$ cat config.mk
export PLATFORM = sky130hd
export DESIGN_NAME = axi_rd_slave
export DESIGN_NICKNAME = d
export VERILOG_FILES = /design/src/rtl/axi_rd_slave.sv
export SDC_FILE = /design/constraint.sdc
export NUM_CORES = 1
export LEC_CHECK = 0
export CORE_MARGIN = 2
export CORE_UTILIZATION = 38
export DETAILED_ROUTE_END_ITERATION = 12
export GPL_ROUTABILITY_DRIVEN = 0
export PLACE_DENSITY = 0.64
export SYNTH_ARGS = -nofsm -noshare
export SYNTH_HDL_FRONTEND = slang
export SYNTH_SLANG_ARGS = --single-unit
$ cat constraint.sdc
create_clock -name clk -period 5.2 [get_ports clk]
set_clock_uncertainty 0.05 [all_clocks]
set_input_delay 1.04 -clock clk [delete_from_list [all_inputs] [get_ports clk]]
set_output_delay 1.04 -clock clk [all_outputs]
set_load 0.05 [all_outputs]
$ cat src/rtl/axi_rd_slave.sv
// Fixed-length AXI read-data burst source: captures beats from a free-running
// DATA_IN into a small FIFO and drains them under RREADY back-pressure.
module axi_rd_slave #(
  parameter int unsigned DATA_W     = 32,
  parameter int unsigned BURST_LEN  = 16,
  parameter int unsigned FIFO_DEPTH = 4
) (
  input  logic              clk,
  input  logic              rstn,
  input  logic              key,
  input  logic [DATA_W-1:0] DATA_IN,
  output logic [DATA_W-1:0] S_RDATA,
  output logic              S_RVALID,
  output logic              S_RLAST,
  input  logic              M_RREADY,
  output logic              busy,
  output logic              done
);

  localparam int unsigned CW = $clog2(BURST_LEN + 1);
  localparam int unsigned PW = $clog2(FIFO_DEPTH);
  localparam int unsigned OW = PW + 1;

  typedef enum logic [1:0] {
    ST_IDLE  = 2'd0,
    ST_BURST = 2'd1,
    ST_DONE  = 2'd2
  } state_t;

  state_t            r_state;
  state_t            w_state_nxt;
  logic [CW-1:0]     r_cap_cnt;
  logic [CW-1:0]     r_beat_cnt;
  logic [PW-1:0]     r_wr_ptr;
  logic [PW-1:0]     r_rd_ptr;
  logic [OW-1:0]     r_count;
  logic [DATA_W-1:0] r_mem [FIFO_DEPTH];

  logic w_empty;
  logic w_full;
  logic w_push;
  logic w_pop;
  logic w_last;

  assign w_empty  = (r_count == '0);
  assign w_full   = (r_count == OW'(FIFO_DEPTH));
  assign w_last   = (r_beat_cnt == CW'(BURST_LEN - 1));
  assign w_pop    = S_RVALID & M_RREADY;

  // All outputs are functions of registered state only.
  assign S_RVALID = ~w_empty;
  assign S_RLAST  = S_RVALID & w_last;
  assign S_RDATA  = w_empty ? '0 : r_mem[r_rd_ptr];
  assign busy     = (r_state != ST_IDLE);
  assign done     = (r_state == ST_DONE);

  always_ff @(posedge clk or negedge rstn) begin
    if (!rstn) r_state <= ST_IDLE;
    else       r_state <= w_state_nxt;
  end

  // Fullness is taken before any same-edge pop, so a full FIFO never accepts a push.
  always_comb begin
    w_state_nxt = r_state;
    w_push      = 1'b0;
    case (r_state)
      ST_IDLE: begin
        if (key) w_state_nxt = ST_BURST;
      end
      ST_BURST: begin
        w_push = (r_cap_cnt < CW'(BURST_LEN)) && !w_full;
        if (w_pop && w_last) w_state_nxt = ST_DONE;
      end
      ST_DONE: begin
        w_state_nxt = ST_IDLE;
      end
      default: begin
        w_state_nxt = ST_IDLE;
      end
    endcase
  end

  // Counters and FIFO pointers; everything clears on the way back to IDLE.
  always_ff @(posedge clk or negedge rstn) begin
    if (!rstn) begin
      r_cap_cnt  <= '0;
      r_beat_cnt <= '0;
      r_wr_ptr   <= '0;
      r_rd_ptr   <= '0;
      r_count    <= '0;
    end else if (r_state == ST_DONE) begin
      r_cap_cnt  <= '0;
      r_beat_cnt <= '0;
      r_wr_ptr   <= '0;
      r_rd_ptr   <= '0;
      r_count    <= '0;
    end else begin
      if (w_push) begin
        r_wr_ptr  <= r_wr_ptr + PW'(1);
        r_cap_cnt <= r_cap_cnt + CW'(1);
      end
      if (w_pop) begin
        r_rd_ptr   <= r_rd_ptr + PW'(1);
        r_beat_cnt <= r_beat_cnt + CW'(1);
      end
      case ({w_push, w_pop})
        2'b10:   r_count <= r_count + OW'(1);
        2'b01:   r_count <= r_count - OW'(1);
        default: r_count <= r_count;
      endcase
    end
  end

  // Storage needs no reset: reads are masked to zero while empty.
  always_ff @(posedge clk) begin
    if (w_push) r_mem[r_wr_ptr] <= DATA_IN;
  end

endmodule

; ---- After elaboration in Yosys (flattened, before gate mapping)
; Memory sizes are Yosys's and may differ from the RTL's.
; Cells that the tools add are included.
[word_totals]
reg_bits = 19
ramBits = 128
inputBits = 36
out_inout_bits = 36
wordCells = 52
memories = 1
[classes]
addsub = 6
n_lt_le_gt_ge = 1
n_eq_ne = 8
mux = 17
bitwise_logic = 3
n_reduce_logical = 10
[memory_table]
columns = memory, depth, width, rd, rd_clocked_by_memory_dff, write_ports, line_no
row1 = r_mem, 4, 32, 1, 0, 1, 37  ; logic [DATA_W-1:0] r_mem [FIFO_DEPTH];
[op_table]
columns = cell, n
row1 = 32-bit 2-to-1 mux, 1
row2 = 5-bit 2-to-1 mux, 4
row3 = 2-bit 2-to-1 mux, 6
row4 = "5-bit by 1-bit adder with 5-bit output, second input constant", 2
row5 = 3-bit one-hot mux with 2 select lines, 1
row6 = 2-bit nonzero test, 3
row7 = "5-bit by 4-bit equality test with 1-bit output, second input constant", 1
row8 = "5-bit < comparator, second input constant", 1
row9 = "2-bit by 1-bit adder with 2-bit output, second input constant", 2
row10 = "2-bit by 1-bit equality test with 1-bit output, second input constant", 2
row11 = "2-bit equality test, second input constant", 2
row12 = "2-bit inequality test, second input constant", 2
row13 = 2-bit one-hot mux with 2 select lines, 1
row14 = "3-bit by 1-bit adder with 3-bit output, second input constant", 1
row15 = "3-bit equality test, second input constant", 1
row16 = 3-bit logical NOT, 1
row17 = 1-bit 2-to-1 mux, 3
row18 = 3-bit 2-to-1 mux, 1
row19 = 3-bit nonzero test, 1
row20 = "3-bit by 1-bit subtractor with 3-bit output, second input constant", 1
row21 = 1-bit bitwise AND, 2
row22 = 1-bit logical AND, 2
row23 = 2-bit logical NOT, 1
row24 = 2-bit AND reduction, 1
row25 = 2 further kinds, 2

; ---- Depth between registers and ports, before layout
[depth]
ltp_word = 7
ltp_mapped = 5
depth_no_buf = 5

; ---- Least setup slack after synthesis
; No wires, ideal clock.
[synth_timing]
kind = register to output
from = reg r_rd_ptr[1]
to = out S_RDATA[22]
t_arrival_ns = 1.749
required_time_ns = 4.110
slack_ns = 2.361
stages_incl_launch_ff = 5
path_buffers = 2
path_cell_list = dfrtp_1 -> buf_2 -> clkbuf_1 -> mux4_2 -> nor2b_1
[synth_between]
elab_chain_len = 2
[synth_rtl]
columns = element, line_no
row1 = "start, declared", 35  ; logic [PW-1:0] r_rd_ptr;
row2 = "start signal, assigned", 103  ; r_rd_ptr <= r_rd_ptr + PW'(1);
row3 = memory 4 x 32 bit, -
row4 = 32-bit 2-to-1 mux, 53  ; assign S_RDATA = w_empty ? '0 : r_mem[r_rd_ptr];
row5 = "end, declared", 12  ; output logic [DATA_W-1:0] S_RDATA,
; No other way between the ends.

; ---- Worst setup path after layout
[layout_timing]
from = reg r_rd_ptr[0]
to = out S_RDATA[16]
; Same word-level chain as after synthesis.

==> results.md <==
- Number of top-level pins: 72
- Crit path largest cell delay: 0.69 ns
- Sum of buffers and inverters on the critical path: 2
- Most frequent cells in the layout: edfxtp_1 (128), clkdlybuf4s50_1 (71), mux4_2 (32), nor2b_1 (28)
- Post-CTS sizing: 0
- # DRC: 0
- CP delay by family, top: buffers and inverters
- Arrival time worst endpoint: 2.89 ns
- Synth Instances: 307
- Routed Antenna Nets: 0
- Max H-tree Level: 4
- Clk_lat worst skew: 0.41 ns
- DRT iter0 DRCs: 201
- Fin nets: 431
- Vias in the first global route: 3098
- Syn Nets: 351
- Synth cell types: 37
- Syn avg cell area: 19.2 um^2
- Post-CTS setup repair buffer count: 0
- Tcrit/Tclk final: 76.5%
- Die area: 16500 um^2
- Worst hold-check path type: flip-flop to flip-flop
- TritonCTS clock tree: built
- Register area share after synthesis: 73.2%
- Drt wl/cell: 18.2 um
- Final Util: 48.9%
- Final setup viols: 0
- Clock Tree Buf Depth: 2
- Asr flop ratio synth: 12.9%
- Row cnt: 45
- RSZ-0062 raised after global routing: false
- Global Route Usage Sum: 13.9%
- Register bit total from synthesis: 147
- Worst Hold Margin: 0.466 ns
- Core Region: 15200 um^2
- N_diodes: 0
- Initial Util: 38.8%
- Netlist Area Pre-Place: 5900 um^2
- Via Count: 2985
- Critical path cell sequence: buf_4, mux4_2, and2b_1, clkdlybuf4s50_1
- Clock transition at the registers of the reported paths: 0.06 ns
- Cts hold-fix bufs: 0
- Die Width: 129 um
- Total CTS buffers: 17
- Total gr overflow: 0
- Number of synthesized flops with an enable pin: 128
- Dpl hpwl: 6410 um
- Share of cells above drive strength 1: 20.5%
- Die H: 129 um
- Sink Count: 147
- # port buffers: 71
- Setup TNS: 0 ns
- First-pass GRT wire length: 16800 um
- Critical path class: flip-flop to primary output
- FMAX: 251 MHz
- Final wirelength: 10700 um
- CTS root buf: clkbuf_16
- Area delta synth->final: 25.9%
- Vias per cell: 5.08
- Crit path time final: 3.98 ns
- Max-Cap Viols: 0
- Max_slew headroom: 38.9%
- Max Slew Vio Count: 0
- Crit path max fanout: 15
- Top_reg_cell synth: edfxtp_1
- Critical path endpoint category: primary output
- Fin. Hold Viols: 0
- Largest net degree at the start of global routing: 34
- Synth warn: 0
- Worst slew pin tran: 0.914 ns
- DR pass1 iterations: 5
- Slowest-stage cell, CP: dfrtp_2
- Critical path required time: 4.11 ns
- Commonest non-fill, non-tap cell in the layout: edfxtp_1
- Status: complete, no violations
- Startpoint Class: flip-flop
- Initial antenna violation count: 0
-- cells in the mapped netlist (3+ instances only) --
master / count / area share, %
buf_4: 3 / 0.38
mux4_2: 32 / 12
nand2_1: 11 / 0.70
nor2_1: 8 / 0.51
mux2i_1: 3 / 0.51
nor2b_1: 28 / 3.0
dfrtp_1: 19 / 8.1
o21ai_0: 4 / 0.34
nand3_1: 5 / 0.42
o31ai_1: 3 / 0.38
nor3_1: 3 / 0.25
and2b_1: 5 / 0.64
edfxtp_1: 128 / 65
clkbuf_1: 6 / 0.38
buf_2: 5 / 0.42
ha_1: 7 / 1.5
xor2_1: 4 / 0.59
and3_1: 5 / 0.53
inv_1: 5 / 0.32
nor3b_2: 3 / 0.64
-- worst paths after layout --
check,from,to,slack (ns),cells past startpoint
worst max register to register,r_state[1]$_DFFE_PN0P_,r_mem[1][11]$_DFFE_PP_,3.00,2
worst min register to register,r_cap_cnt[2]$_DFFE_PN0P_,r_cap_cnt[2]$_DFFE_PN0P_,0.47,1
min in group asynchronous,rstn,r_cap_cnt[2]$_DFFE_PN0P_,1.09,1
max in group asynchronous,rstn,r_rd_ptr[0]$_DFFE_PN0P_,3.39,1
worst max-delay path,r_rd_ptr[0]$_DFFE_PN0P_,S_RDATA[16],1.22,4
worst min-delay path,r_cap_cnt[2]$_DFFE_PN0P_,r_cap_cnt[2]$_DFFE_PN0P_,0.47,1
-- flip-flops by register name, summed over array words and instances (netlist names) --
| signal | flops |
|---|---|
| r_beat_cnt | 5 |
| r_cap_cnt | 5 |
| r_count | 3 |
| r_mem | 128 |
| r_rd_ptr | 2 |
| r_state | 2 |
| r_wr_ptr | 2 |
-- area by class of cell --
type | count | area [um^2]
clock buffer | 18 | 429
clock inverter | 14 | 180
fill | 1262 | 7770
inverter | 5 | 18.8
multi-input combinational | 141 | 1500
sequential | 147 | 4320
tap | 188 | 235
timing repair buffer | 75 | 741
-- cells by family (layout without fill, tap and decap cells) --
kind of cell	count (synthesis)	after routing	share of synthesized area (%)
compound gates	15	15	1.87
xor+xnor	6	6	0.891
fa+ha+maj	8	8	1.82
buf+inv	19	112	1.51
flops	147	147	73.2
mux	35	35	12.7
simple gates	77	77	7.97
-- stage by stage --
| stage | cell area, um^2 | std cells | setup slack [ns] |
|---|---|---|---|
| floorplan | 5900 | 307 | 2.36 |
| global placement | 6820 | 556 | 1.59 |
| detailed placement | 6820 | 556 | 1.56 |
| CTS | 7430 | 588 | 1.12 |
| global route | 7430 | 588 | 1.01 |
| finish | 7430 | 588 | 1.22 |
-- routing by layer --
layer | share of wire (%) | global-route usage [%]
met4 | 1.1 | 4.99
met1 | 44 | 17.8
met5 | 0 | 0
met2 | 51 | 22.7
met3 | 4.0 | 4.32
Power is left out: the tool's default activity adds up to more than one toggle a clock period on the data nets, which glitch-free logic cannot reach.
